**config.mk**
```make
export PLATFORM = sky130hd
export DESIGN_NAME = seq_pattern_tx_flat
export DESIGN_NICKNAME = d
export VERILOG_FILES = /design/src/rtl/seq_pattern_tx_if.sv /design/src/rtl/seq_pattern_tx.sv /design/src/flat_wrapper.sv
export SDC_FILE = /design/constraint.sdc
export NUM_CORES = 1
export LEC_CHECK = 0
export CAP_MARGIN = 20
export CORE_UTILIZATION = 49
export CTS_CLUSTER_SIZE = 40
export DETAILED_ROUTE_END_ITERATION = 12
export PLACE_DENSITY = 0.77
export SLEW_MARGIN = 20
export SYNTH_ARGS = -nofsm -noshare
export SYNTH_HDL_FRONTEND = slang
export SYNTH_SLANG_ARGS = --single-unit
```
**constraint.sdc**
```tcl
create_clock -name clk -period 1.94 [get_ports clk]
set_input_delay 0.388 -clock clk [delete_from_list [all_inputs] [get_ports clk]]
set_output_delay 0.388 -clock clk [all_outputs]
set_load 0.1 [all_outputs]
```
**src/rtl/seq_pattern_tx_if.sv**
```systemverilog
// Handshake and serial-stream bundle between a pattern requester and seq_pattern_tx.
// The master side requests runs; the slave side (the transmitter) drives the stream.
interface seq_pattern_tx_if #(
    parameter int WIDTH = 5,
    parameter int CNT_W = 4
);
    logic             start;
    logic             abort;
    logic             use_def;
    logic [WIDTH-1:0] pattern_in;
    logic [CNT_W-1:0] repeat_n;
    logic             x;
    logic             valid;
    logic             busy;
    logic             done;

    modport master (
        output start, abort, use_def, pattern_in, repeat_n,
        input  x, valid, busy, done
    );

    modport slave (
        input  start, abort, use_def, pattern_in, repeat_n,
        output x, valid, busy, done
    );
endinterface

```
**src/rtl/seq_pattern_tx.sv**
```systemverilog
// Serial pattern transmitter: latches a pattern and repeat count on start, then
// streams the pattern MSB-first, copies back-to-back, with a done pulse at the end.
module seq_pattern_tx #(
    parameter int               WIDTH   = 5,
    parameter int               CNT_W   = 4,
    parameter logic [WIDTH-1:0] DEF_PAT = WIDTH'(5'b10011)
) (
    input  logic                  clk,
    input  logic                  reset,
    seq_pattern_tx_if.slave       bus
);
    localparam int IDX_W = $clog2(WIDTH);

    typedef enum logic [0:0] {
        IDLE = 1'b0,
        SEND = 1'b1
    } state_t;

    state_t           state_q,   state_d;
    logic [WIDTH-1:0] pat_q,     pat_d;
    logic [CNT_W-1:0] reps_q,    reps_d;
    logic [IDX_W-1:0] bit_idx_q, bit_idx_d;
    logic             x_q,       x_d;
    logic             valid_q,   valid_d;
    logic             busy_q,    busy_d;
    logic             done_q,    done_d;

    logic [WIDTH-1:0] sel_pat_s;
    logic [IDX_W-1:0] next_idx_s;

    // State and output registers; reset clears the stream immediately.
    always_ff @(posedge clk or posedge reset) begin
        if (reset) begin
            state_q   <= IDLE;
            pat_q     <= '0;
            reps_q    <= '0;
            bit_idx_q <= '0;
            x_q       <= 1'b0;
            valid_q   <= 1'b0;
            busy_q    <= 1'b0;
            done_q    <= 1'b0;
        end else begin
            state_q   <= state_d;
            pat_q     <= pat_d;
            reps_q    <= reps_d;
            bit_idx_q <= bit_idx_d;
            x_q       <= x_d;
            valid_q   <= valid_d;
            busy_q    <= busy_d;
            done_q    <= done_d;
        end
    end

    assign sel_pat_s  = bus.use_def ? DEF_PAT : bus.pattern_in;
    assign next_idx_s = bit_idx_q - IDX_W'(1);

    // Next-state logic; bit_idx_q holds the index of the bit currently on x.
    always_comb begin
        state_d   = state_q;
        pat_d     = pat_q;
        reps_d    = reps_q;
        bit_idx_d = bit_idx_q;
        x_d       = x_q;
        valid_d   = valid_q;
        busy_d    = busy_q;
        done_d    = 1'b0;

        case (state_q)
            IDLE: begin
                if (bus.start && !bus.abort) begin
                    pat_d     = sel_pat_s;
                    reps_d    = (bus.repeat_n == CNT_W'(0)) ? CNT_W'(1) : bus.repeat_n;
                    bit_idx_d = IDX_W'(WIDTH - 1);
                    x_d       = sel_pat_s[WIDTH-1];
                    valid_d   = 1'b1;
                    busy_d    = 1'b1;
                    state_d   = SEND;
                end else begin
                    x_d     = 1'b0;
                    valid_d = 1'b0;
                    busy_d  = 1'b0;
                end
            end
            SEND: begin
                if (bus.abort) begin
                    x_d     = 1'b0;
                    valid_d = 1'b0;
                    busy_d  = 1'b0;
                    state_d = IDLE;
                end else if (bit_idx_q != IDX_W'(0)) begin
                    bit_idx_d = next_idx_s;
                    x_d       = pat_q[next_idx_s];
                end else if (reps_q > CNT_W'(1)) begin
                    // Wrap straight into the next copy so there is no idle bit between copies.
                    reps_d    = reps_q - CNT_W'(1);
                    bit_idx_d = IDX_W'(WIDTH - 1);
                    x_d       = pat_q[WIDTH-1];
                end else begin
                    x_d     = 1'b0;
                    valid_d = 1'b0;
                    busy_d  = 1'b0;
                    done_d  = 1'b1;
                    state_d = IDLE;
                end
            end
            default: begin
                x_d     = 1'b0;
                valid_d = 1'b0;
                busy_d  = 1'b0;
                state_d = IDLE;
            end
        endcase
    end

    assign bus.x     = x_q;
    assign bus.valid = valid_q;
    assign bus.busy  = busy_q;
    assign bus.done  = done_q;
endmodule

```
**src/flat_wrapper.sv**
```systemverilog
// flat-port wrapper written by rule: the top's interface ports become plain ports
module seq_pattern_tx_flat 
#(
    parameter int               WIDTH   = 5,
    parameter int               CNT_W   = 4,
    parameter logic [WIDTH-1:0] DEF_PAT = WIDTH'(5'b10011)
)
  (clk, reset, bus_start, bus_abort, bus_use_def, bus_pattern_in, bus_repeat_n, bus_x, bus_valid, bus_busy, bus_done);
  seq_pattern_tx_if #(.WIDTH(WIDTH), .CNT_W(CNT_W)) bus_i ();
  input  logic clk;
  input  logic reset;
  input wire logic [$bits(bus_i.start)-1:0] bus_start;
  input wire logic [$bits(bus_i.abort)-1:0] bus_abort;
  input wire logic [$bits(bus_i.use_def)-1:0] bus_use_def;
  input wire logic [$bits(bus_i.pattern_in)-1:0] bus_pattern_in;
  input wire logic [$bits(bus_i.repeat_n)-1:0] bus_repeat_n;
  output wire logic [$bits(bus_i.x)-1:0] bus_x;
  output wire logic [$bits(bus_i.valid)-1:0] bus_valid;
  output wire logic [$bits(bus_i.busy)-1:0] bus_busy;
  output wire logic [$bits(bus_i.done)-1:0] bus_done;
  assign bus_i.start = bus_start;
  assign bus_i.abort = bus_abort;
  assign bus_i.use_def = bus_use_def;
  assign bus_i.pattern_in = bus_pattern_in;
  assign bus_i.repeat_n = bus_repeat_n;
  assign bus_x = bus_i.x;
  assign bus_valid = bus_i.valid;
  assign bus_busy = bus_i.busy;
  assign bus_done = bus_i.done;
  seq_pattern_tx #(.WIDTH(WIDTH), .CNT_W(CNT_W), .DEF_PAT(DEF_PAT)) u_core (.clk(clk), .reset(reset), .bus(bus_i));
endmodule
```
==> results.toml <==
[run_status]
status = "finished, final reports clean"

[global_routing]
grt_max_degree = 17
grt_pass1_vias = 635
gr-total-overflow = 0
antenna_found_initial = 0
grt_pass1_wl_um = 2800
grt_usage = 0.198

[setup_path]
cp-start-kind = "register"
setup.worst_path.end = "u_core.reps_q[0]$_DFFE_PP0P_"
r2r_cells = 6
cp-end-kind = "register"
rr_endpoint = "u_core.reps_q[0]$_DFFE_PP0P_"
critPathRequiredTime_ns = 2.10
critical_path_class = "register to register"
worstPathArrival_ns = 1.92
rrSetupSlack_ns = 0.18
cp-startpoint = "u_core.reps_q[0]$_DFFE_PP0P_"
regToRegStartpoint = "u_core.reps_q[0]$_DFFE_PP0P_"
cp_max_fo = 5

[clock_network]
cts-hold-fix-buffers = 0
cts_buffer_depth = 2
clk_pin_slew_ns = 0.08
h-tree-depth = 1
insertion_delay_ns = 0.27
cts_setup_buffers = 0
cts_tree = "built"
clk_root_buffer_cell = "clkbuf_4"
cts_made_buffers = 3
cts_resized = 0
cts.sinks = 16

[sta]
fin_crit_sh = 0.905
fin_hold_ws_ns = 0.464
fmax_mhz = 569
finalHoldViolCount = 0
period_minus_slack_ns = 1.76
slew_violations = 0
rsz0062_at_grt = "false"
final.setup.tns_ns = 0
worstMarginPinSlew_ns = 0.583
clock_skew_ns = 0.00217
fin_ws_ns = 0.184
setup_viol = 0
slew_headroom = 0.611

[routing]
wl_um = 1610
wl_per_cell_um = 13.0
drtIter0Drc = 12
ant_nets = 0
drcViolationCount = 0
via_per_inst = 5.80
drtPass1Iterations = 4
vias = 719

[pwr]
powerDensity_mw_per_mm2 = 1040
ir_drop_v = 0.000589
cellLeakagePower_nw = 0.485

[layout]
fin_cells = 124
final_area_mm2 = 0.00107
areaGrowthSynthToFinish_pct = 22.7
nFillCells = 154
diodes = 0
fin_nets = 128
multi_input_area_um2 = 418
regArea_um2 = 400
drive_gt1_frac = 0.157

[synth]
synth.distinct_cells = 31
ys_top_cells_by_area = "dfrtp_1 46%, ha_1 5.7%, nor3_1 5.7%, nand2_1 3.4%, nor2_1 3.4%"
synth_edf_count = 0
yosysTopAreaCellShare = 0.459
yosysSeqAreaShare = 0.459
async_reset_ff_frac = 1.00
synth_top_area_cell = "dfrtp_1"
ys_top_cells_by_count = "16 x dfrtp_1, 10 x nor3_1, 8 x nand2_1, 8 x nor2_1, 7 x inv_1"
syn_nets = 107
ys.flop_type = "dfrtp_1"
synthCells = 89
synth_area_um2 = 872
yosysMostFrequentCell = "dfrtp_1"
ys_ff_latch = 16
yosysWarnings = 0
avgSynthCellArea_um2 = 9.80

[placement]
portBuffers = 17
dpl_cell_area_mm2 = 0.00105
post-place-cells = 121
preCtsSetupSlack_ns = 0.112
place_congestion = 0.775
hpwlAfterDp_um = 1260

[floorplanning]
die_area_mm2 = 0.00195
ios = 18
dieHeight_um = 44.2
initial_core_util = 0.553
die_x_um = 44.2
coreArea_mm2 = 0.00158
fp-row-count = 14

[flow_run]
max_cap_viol_count = 0

[worst_hold_path]
holdCritPathClass = "primary input to asynchronous set/reset pin"
## critical path: stages, from the launching register on
cell	delay, ns
dfrtp_1	0.43
inv_1	0.07
ha_1	0.22
or2_2	0.33
a21oi_2	0.17
or2_4	0.14
mux2_4	0.28
## per-layer routing
metal	track usage	up-vias	routed length [µm]
met5	0	-	0
li1	-	360	-
met2	0.282	14	704
met3	0.0367	0	57
met4	0.0727	0	0
met1	0.299	345	846
## metrics by stage
stage / utilization / power (mW)
global route: 0.679 / 1.20
global placement: 0.664 / 0.945
finish: 0.679 / 1.12
floorplan: - / 0.833
detailed placement: 0.664 / 0.958
CTS: 0.679 / 1.13
## worst min-delay path by stage
stage                                      from                         endpoint  slack [ns]  cells after the start
floorplan                                 reset  u_core.bit_idx_q[0]$_DFFE_PP0P_        0.30                      1
global placement    u_core.pat_q[2]$_DFFE_PP0P_      u_core.pat_q[2]$_DFFE_PP0P_        0.46                      2
detailed placement  u_core.pat_q[3]$_DFFE_PP0P_      u_core.pat_q[3]$_DFFE_PP0P_        0.48                      2
CTS                                       reset  u_core.bit_idx_q[1]$_DFFE_PP0P_        0.48                      2
global route        u_core.pat_q[1]$_DFFE_PP0P_      u_core.pat_q[1]$_DFFE_PP0P_        0.52                      2
finish                                    reset  u_core.bit_idx_q[0]$_DFFE_PP0P_        0.46                      2
## power breakdown
part           internal [mW]  leakage (nW)  switching (mW)
combinational          0.205         0.279           0.256
sequential             0.416         0.193          0.0774
clock                 0.0718        0.0138          0.0906
## cell usage in the layout, fill, tap and decap left out, drive strengths merged, types with 2 or more instances in the layout
cell type / n
a21oi: 3
a31oi: 2
and4: 2
buf: 7
clkbuf: 3
clkdlybuf4s50: 13
dfrtp: 16
ha: 4
inv: 7
nand2: 8
nand2b: 3
nand3: 2
nor2: 9
nor3: 10
o21ai: 3
o32ai: 3
o41ai: 2
or2: 2
## layout make-up
| cell class | instances | share of cell area |
|---|---|---|
| Inverter | 7 | 0.0246 |
| Timing Repair Buffer | 20 | 0.171 |
| Multi-Input combinational cell | 62 | 0.391 |
| Tap cell | 16 | 0.0187 |
| Sequential cell | 16 | 0.374 |
| Clock buffer | 3 | 0.0211 |
## kinds of logic (layout without fill, tap and decap cells)
logic type / after synthesis / in the layout / synth area share
and+or+nand+nor: 39 / 39 / 0.234
AOI/OAI and AO/OA: 17 / 17 / 0.141
DFF: 16 / 16 / 0.459
buffers and inverters: 11 / 30 / 0.0617
adders and majority gates: 4 / 4 / 0.0574
muxes: 2 / 2 / 0.0473
## state kept, by name, indices dropped and copies added (netlist names)
| register | count |
|---|---|
| u_core.bus.done | 1 |
| u_core.pat_q | 5 |
| u_core.bus.x | 1 |
| u_core.state_q | 1 |
| u_core.bus.valid | 1 |
| u_core.reps_q | 4 |
| u_core.bit_idx_q | 3 |
Note: power is estimated with default switching activity, not from simulation.
